===== config.mk =====
export PLATFORM = sky130hd
export DESIGN_NAME = ucie_ctl_tx_buffer
export DESIGN_NICKNAME = d
export VERILOG_FILES = /design/src/rtl/ucie_ctl_pkg.sv /design/src/rtl/ucie_ctl_sync_fifo_mem.sv /design/src/rtl/ucie_ctl_tx_buffer.sv
export SDC_FILE = /design/constraint.sdc
export NUM_CORES = 2
export LEC_CHECK = 0
export CAP_MARGIN = 20
export CORE_MARGIN = 4
export CORE_UTILIZATION = 55
export CTS_BUF_LIST = sky130_fd_sc_hd__clkbuf_16
export DETAILED_ROUTE_END_ITERATION = 6
export PLACE_DENSITY_LB_ADDON = 0.25
export SKIP_CTS_REPAIR_TIMING = 1
export SLEW_MARGIN = 10
export SYNTH_ARGS = -nofsm -noshare
export SYNTH_HDL_FRONTEND = slang
export SYNTH_SLANG_ARGS = --single-unit
export TNS_END_PERCENT = 20

===== constraint.sdc =====
create_clock -name i_clk -period 19.8 [get_ports i_clk]
set_clock_uncertainty 0.15 [all_clocks]
set_input_delay 2.97 -clock i_clk [delete_from_list [all_inputs] [get_ports i_clk]]
set_output_delay 2.97 -clock i_clk [all_outputs]
set_load 0.02 [all_outputs]

===== src/rtl/ucie_ctl_pkg.sv =====
// Shared constants and types for the UCIe controller datapath.
// Flit width, beat type and pointer-width helper.
package ucie_ctl_pkg;

  localparam int NBYTES = 64;
  localparam int FLIT_W = NBYTES * 8;

  typedef logic [FLIT_W-1:0] beat_t;

  function automatic int ptr_w(input int depth);
    return (depth > 1) ? $clog2(depth) : 1;
  endfunction

endpackage


===== src/rtl/ucie_ctl_sync_fifo_mem.sv =====
// DEPTH x W register array: one synchronous write port,
// one asynchronous read port. Contents are not reset.
module ucie_ctl_sync_fifo_mem
  import ucie_ctl_pkg::*;
#(
  parameter  int DEPTH = 4,
  parameter  int W     = FLIT_W,
  localparam int AW    = ptr_w(DEPTH)
) (
  input  logic          i_clk,
  input  logic          i_we,
  input  logic [AW-1:0] i_waddr,
  input  logic [W-1:0]  i_wdata,
  input  logic [AW-1:0] i_raddr,
  output logic [W-1:0]  o_rdata
);

  logic [W-1:0] mem_q [DEPTH];

  always_ff @(posedge i_clk) begin
    if (i_we) begin
      mem_q[i_waddr] <= i_wdata;
    end
  end

  assign o_rdata = mem_q[i_raddr];

endmodule


===== src/rtl/ucie_ctl_tx_buffer.sv =====
// TX elastic buffer from FDI to RDI: DEPTH-entry storage
// followed by an output register held until the PHY accepts.
module ucie_ctl_tx_buffer
  import ucie_ctl_pkg::*;
#(
  parameter  int NBYTES = 64,
  parameter  int DEPTH  = 4,
  localparam int PTR_W  = ptr_w(DEPTH),
  localparam int W      = NBYTES * 8
) (
  input  logic             i_clk,
  input  logic             i_rst,
  input  logic             i_buffer_en,
  input  logic             i_flush,
  input  logic             i_fdi_lp_irdy,
  input  logic             i_fdi_lp_valid,
  input  logic [W-1:0]     i_fdi_lp_data,
  output logic             o_fdi_pl_trdy,
  output logic             o_rdi_lp_irdy,
  output logic             o_rdi_lp_valid,
  output logic [W-1:0]     o_rdi_lp_data,
  input  logic             i_rdi_pl_trdy,
  output logic [PTR_W:0]   o_count,
  output logic             o_empty,
  output logic             o_overflow_detected
);

  localparam logic [PTR_W:0] ONE      = (PTR_W+1)'(1);
  localparam logic [PTR_W:0] FULL_CNT = (PTR_W+1)'(DEPTH);

  logic [PTR_W:0] wr_q, wr_d;
  logic [PTR_W:0] rd_q, rd_d;
  logic           vld_q, vld_d;
  logic           ovf_q, ovf_d;
  logic [W-1:0]   dat_q, dat_d;
  logic [W-1:0]   rdata;
  logic [PTR_W:0] cnt;
  logic           full;
  logic           act;
  logic           push;
  logic           load;
  logic           ovf_hit;

  // Pointers wrap mod 2*DEPTH, so their difference is the fill level.
  assign cnt  = wr_q - rd_q;
  assign full = (cnt == FULL_CNT);
  assign act  = i_buffer_en & ~i_flush;

  assign o_fdi_pl_trdy = act & ~full;
  assign push = i_fdi_lp_valid & i_fdi_lp_irdy & o_fdi_pl_trdy;
  assign load = act & (cnt != '0) & (~vld_q | i_rdi_pl_trdy);
  assign ovf_hit = i_buffer_en & i_fdi_lp_valid & i_fdi_lp_irdy & full;

  ucie_ctl_sync_fifo_mem #(
    .DEPTH (DEPTH),
    .W     (W)
  ) u_mem (
    .i_clk   (i_clk),
    .i_we    (push),
    .i_waddr (wr_q[PTR_W-1:0]),
    .i_wdata (i_fdi_lp_data),
    .i_raddr (rd_q[PTR_W-1:0]),
    .o_rdata (rdata)
  );

  always_comb begin
    wr_d  = wr_q;
    rd_d  = rd_q;
    vld_d = vld_q;
    dat_d = dat_q;
    ovf_d = ovf_q;
    if (i_flush) begin
      wr_d  = '0;
      rd_d  = '0;
      vld_d = 1'b0;
      ovf_d = 1'b0;
    end else begin
      if (push) wr_d = wr_q + ONE;
      if (load) begin
        rd_d  = rd_q + ONE;
        dat_d = rdata;
        vld_d = 1'b1;
      end else if (vld_q & i_rdi_pl_trdy) begin
        vld_d = 1'b0;
      end
      if (ovf_hit) ovf_d = 1'b1;
    end
  end

  always_ff @(posedge i_clk or posedge i_rst) begin
    if (i_rst) begin
      wr_q  <= '0;
      rd_q  <= '0;
      vld_q <= 1'b0;
      dat_q <= '0;
      ovf_q <= 1'b0;
    end else begin
      wr_q  <= wr_d;
      rd_q  <= rd_d;
      vld_q <= vld_d;
      dat_q <= dat_d;
      ovf_q <= ovf_d;
    end
  end

  assign o_rdi_lp_valid      = vld_q;
  assign o_rdi_lp_irdy       = vld_q;
  assign o_rdi_lp_data       = dat_q;
  assign o_count             = cnt;
  assign o_empty             = (cnt == '0) & ~vld_q;
  assign o_overflow_detected = ovf_q;

endmodule


==> impl_metrics.tcl <==
set metrics [dict create \
    layout_common_cells "edfxtp_1 (2,048), clkdlybuf4s50_1 (1,038), dfrtp_1 (518)" \
    drt_iter0_markers 3420 \
    clk_latency_ns 0.84 \
    end_kind "flop" \
    design_area_sq_mm 0.113 \
    ir_worst_vdd_uv 130 \
    drv_slew 0 \
    vias 43000 \
    cts_made_buffers 238 \
    cpPeakStageDelay_ns 0.82 \
    fin_tns_setup_ns 0 \
    drive_above_1_share_pct 26.4 \
    dieArea_sq_mm 0.176 \
    grt_max_degree 143 \
    syn_nets 4348 \
    rsz0062_at_grt "false" \
    p_leak_uw 0.0377 \
    cp.arrival_ns 8.48 \
    cts_sinks 2568 \
    crit_top_cell "buf_4" \
    cts_tree "done" \
    via_per_inst 5.76 \
    clkTransAtPathRegs_ns 0.06 \
    wl_per_cell_um 28.0 \
    path_max_fanout 59 \
    antenna_found_initial 96 \
    port-buffer-count 1038 \
    crit_path_start_kind "input port" \
    clockBufferDepth 3 \
    rows 150 \
    path_class "in2reg" \
    tightest_slew_ns 1.11 \
    status "complete, no violations" \
    drc 0 \
    ctsHtreeMaxLevel 4 \
    finalSetupViolCount 0 \
    hold_viol_final 0 \
    drtPass1Iterations 5 \
    grt_overflow 0 \
    cpMaxStageDelayCell "buf_4" \
    clockRootBuffer "clkbuf_16" \
    routed_wl_um 209000 \
    dp_slack_ns 10.67 \
    synth_area_sq_mm 0.0931 \
    layout_commonest_cell "edfxtp_1" \
    ys_ff_latch 2568 \
    critical_path_required_ns 20.09 \
    fill_cells 10400 \
    max-cap-violations 0 \
    grt_pass1_vias 45200 \
    final_util_pct 67.7 \
    die_w_um 419 \
    fmax_ghz 0.122 \
    place_congestion 0.809 \
    pin_count 1039 \
    dp_hpwl_um 131000 \
    slew_headroom_pct 26.0 \
    hold_slack_ns 0.332 \
    ys_seq_area_share_pct 80.1 \
    layout_min_cycle_time_ns 8.19 \
    crit_path_cell_trace "clkdlybuf4s50_1 -> nand2b_1 -> a211oi_1 -> and2_4 -> buf_4 -> buf_4 -> buf_4 -> buf_4" \
    core_sq_mm 0.168 \
    area_delta_synth_final_pct 21.9 \
    hold_class "reg2reg" \
    regArea_sq_mm 0.0745 \
    yosysUniqueCellTypes 28 \
    postPlaceCellArea_sq_mm 0.106 \
    nets 5513 \
    start_util_pct 55.5 \
    ys_warn_count 0 \
    grt_pass1_wl_um 305000 \
    layout_setup_ws_ns 11.61 \
    syn-instance-count 3822 \
    antenna_left 0 \
    p_per_area_mw_per_mm2 135 \
    avgSynthCellArea_sq_um 24.4 \
    track_usage_pct 23.8 \
    multiInputGateArea_sq_mm 0.0177 \
    die_y_um 419 \
    timing.final.crit_share_pct 41.4 \
]
stage by stage:
stage	total power, uW	instances
after global placement	11100	6951
final	15300	7466
after floorplan	9260	3822
after CTS	15400	7402
after global routing	15900	7443
after detailed placement	11200	6951
path summary, 6_finish.rpt:
path                                               startpoint                              to  slack (ns)  cells past startpoint
worst max-delay path                                  i_flush   u_mem.mem_q[0][490]$_DFFE_PP_       11.61                      8
worst min-delay path            o_rdi_lp_data[90]$_DFFE_PP0P_   o_rdi_lp_data[90]$_DFFE_PP0P_        0.33                      1
worst min register to register  o_rdi_lp_data[90]$_DFFE_PP0P_   o_rdi_lp_data[90]$_DFFE_PP0P_        0.33                      1
worst max register to register            rd_q[0]$_DFFE_PP0P_   u_mem.mem_q[0][490]$_DFFE_PP_       12.56                     10
max in group asynchronous                               i_rst             rd_q[1]$_DFFE_PP0P_       14.45                      4
min in group asynchronous                               i_rst  o_rdi_lp_data[455]$_DFFE_PP0P_        2.57                      2
Yosys cell counts, drive strengths merged:
| cell | count | area share, % |
|---|---|---|
| edfxtp | 2048 | 66 |
| a21boi | 1 | 0.0081 |
| ha | 6 | 0.081 |
| nor3 | 1 | 0.0054 |
| clkbuf | 58 | 0.23 |
| a211oi | 4 | 0.038 |
| nand2b | 5 | 0.034 |
| nor2 | 6 | 0.024 |
| nand2 | 3 | 0.012 |
| and3 | 1 | 0.0067 |
| mux2i | 2 | 0.022 |
| a21oi | 2 | 0.011 |
| a31oi | 1 | 0.0067 |
| mux4 | 512 | 12 |
| and2 | 5 | 0.034 |
| dfrtp | 520 | 14 |
| buf | 115 | 0.67 |
| mux2 | 516 | 6.2 |
| o211a | 1 | 0.011 |
| o21ai | 1 | 0.0054 |
| inv | 8 | 0.032 |
| nor2b | 4 | 0.027 |
| fa | 1 | 0.022 |
| xnor3 | 1 | 0.024 |
cell type report:
cell class / instances / area share (%)
inverter: 8 / 0.0331
clock buffer: 243 / 5.36
multi-input combinational: 1073 / 15.6
antenna: 64 / 0.141
timing repair buffer: 1098 / 9.67
tap: 2204 / 2.43
sequential: 2568 / 65.7
clock inverter: 208 / 1.08
power breakdown:
part / internal (uW) / switching (uW) / total [uW] / leakage [uW]
registers: 6440 / 440 / 6880 / 0.0246
logic: 2160 / 1990 / 4150 / 0.00921
clock network: 2350 / 1900 / 4250 / 0.00385
total: 10900 / 4330 / 15300 / 0.0377
metal layers:
layer	wire [um]	track usage, %
met4	9070	11.0
met1	75300	29.1
met5	235	0
met2	109000	39.7
met3	16000	6.76
critical path: cells and delay by family:
family	cells	cell delay, ns
AO/OA/AOI/OAI	1	0.49
buffers and inverters	5	3.84
AND/OR/NAND/NOR	2	0.99
registers in the layout, indices dropped and copies added (netlist names):
register             flops
o_rdi_lp_data          512
rd_q                     3
o_overflow_detected      1
u_mem.mem_q           2048
wr_q                     3
o_rdi_lp_irdy            1
kinds of logic after synthesis:
| group | Yosys count | share of synthesized area (%) |
|---|---|---|
| adder cells (fa/ha/maj) | 7 | 0.102 |
| multiplexers | 1030 | 18.7 |
| AO/OA/AOI/OAI | 10 | 0.0793 |
| XOR/XNOR | 1 | 0.0242 |
| buffers and inverters | 181 | 0.938 |
| AND/OR/NAND/NOR | 25 | 0.142 |
| flip-flops | 2568 | 80.1 |
(Power assumes the default switching activity.)
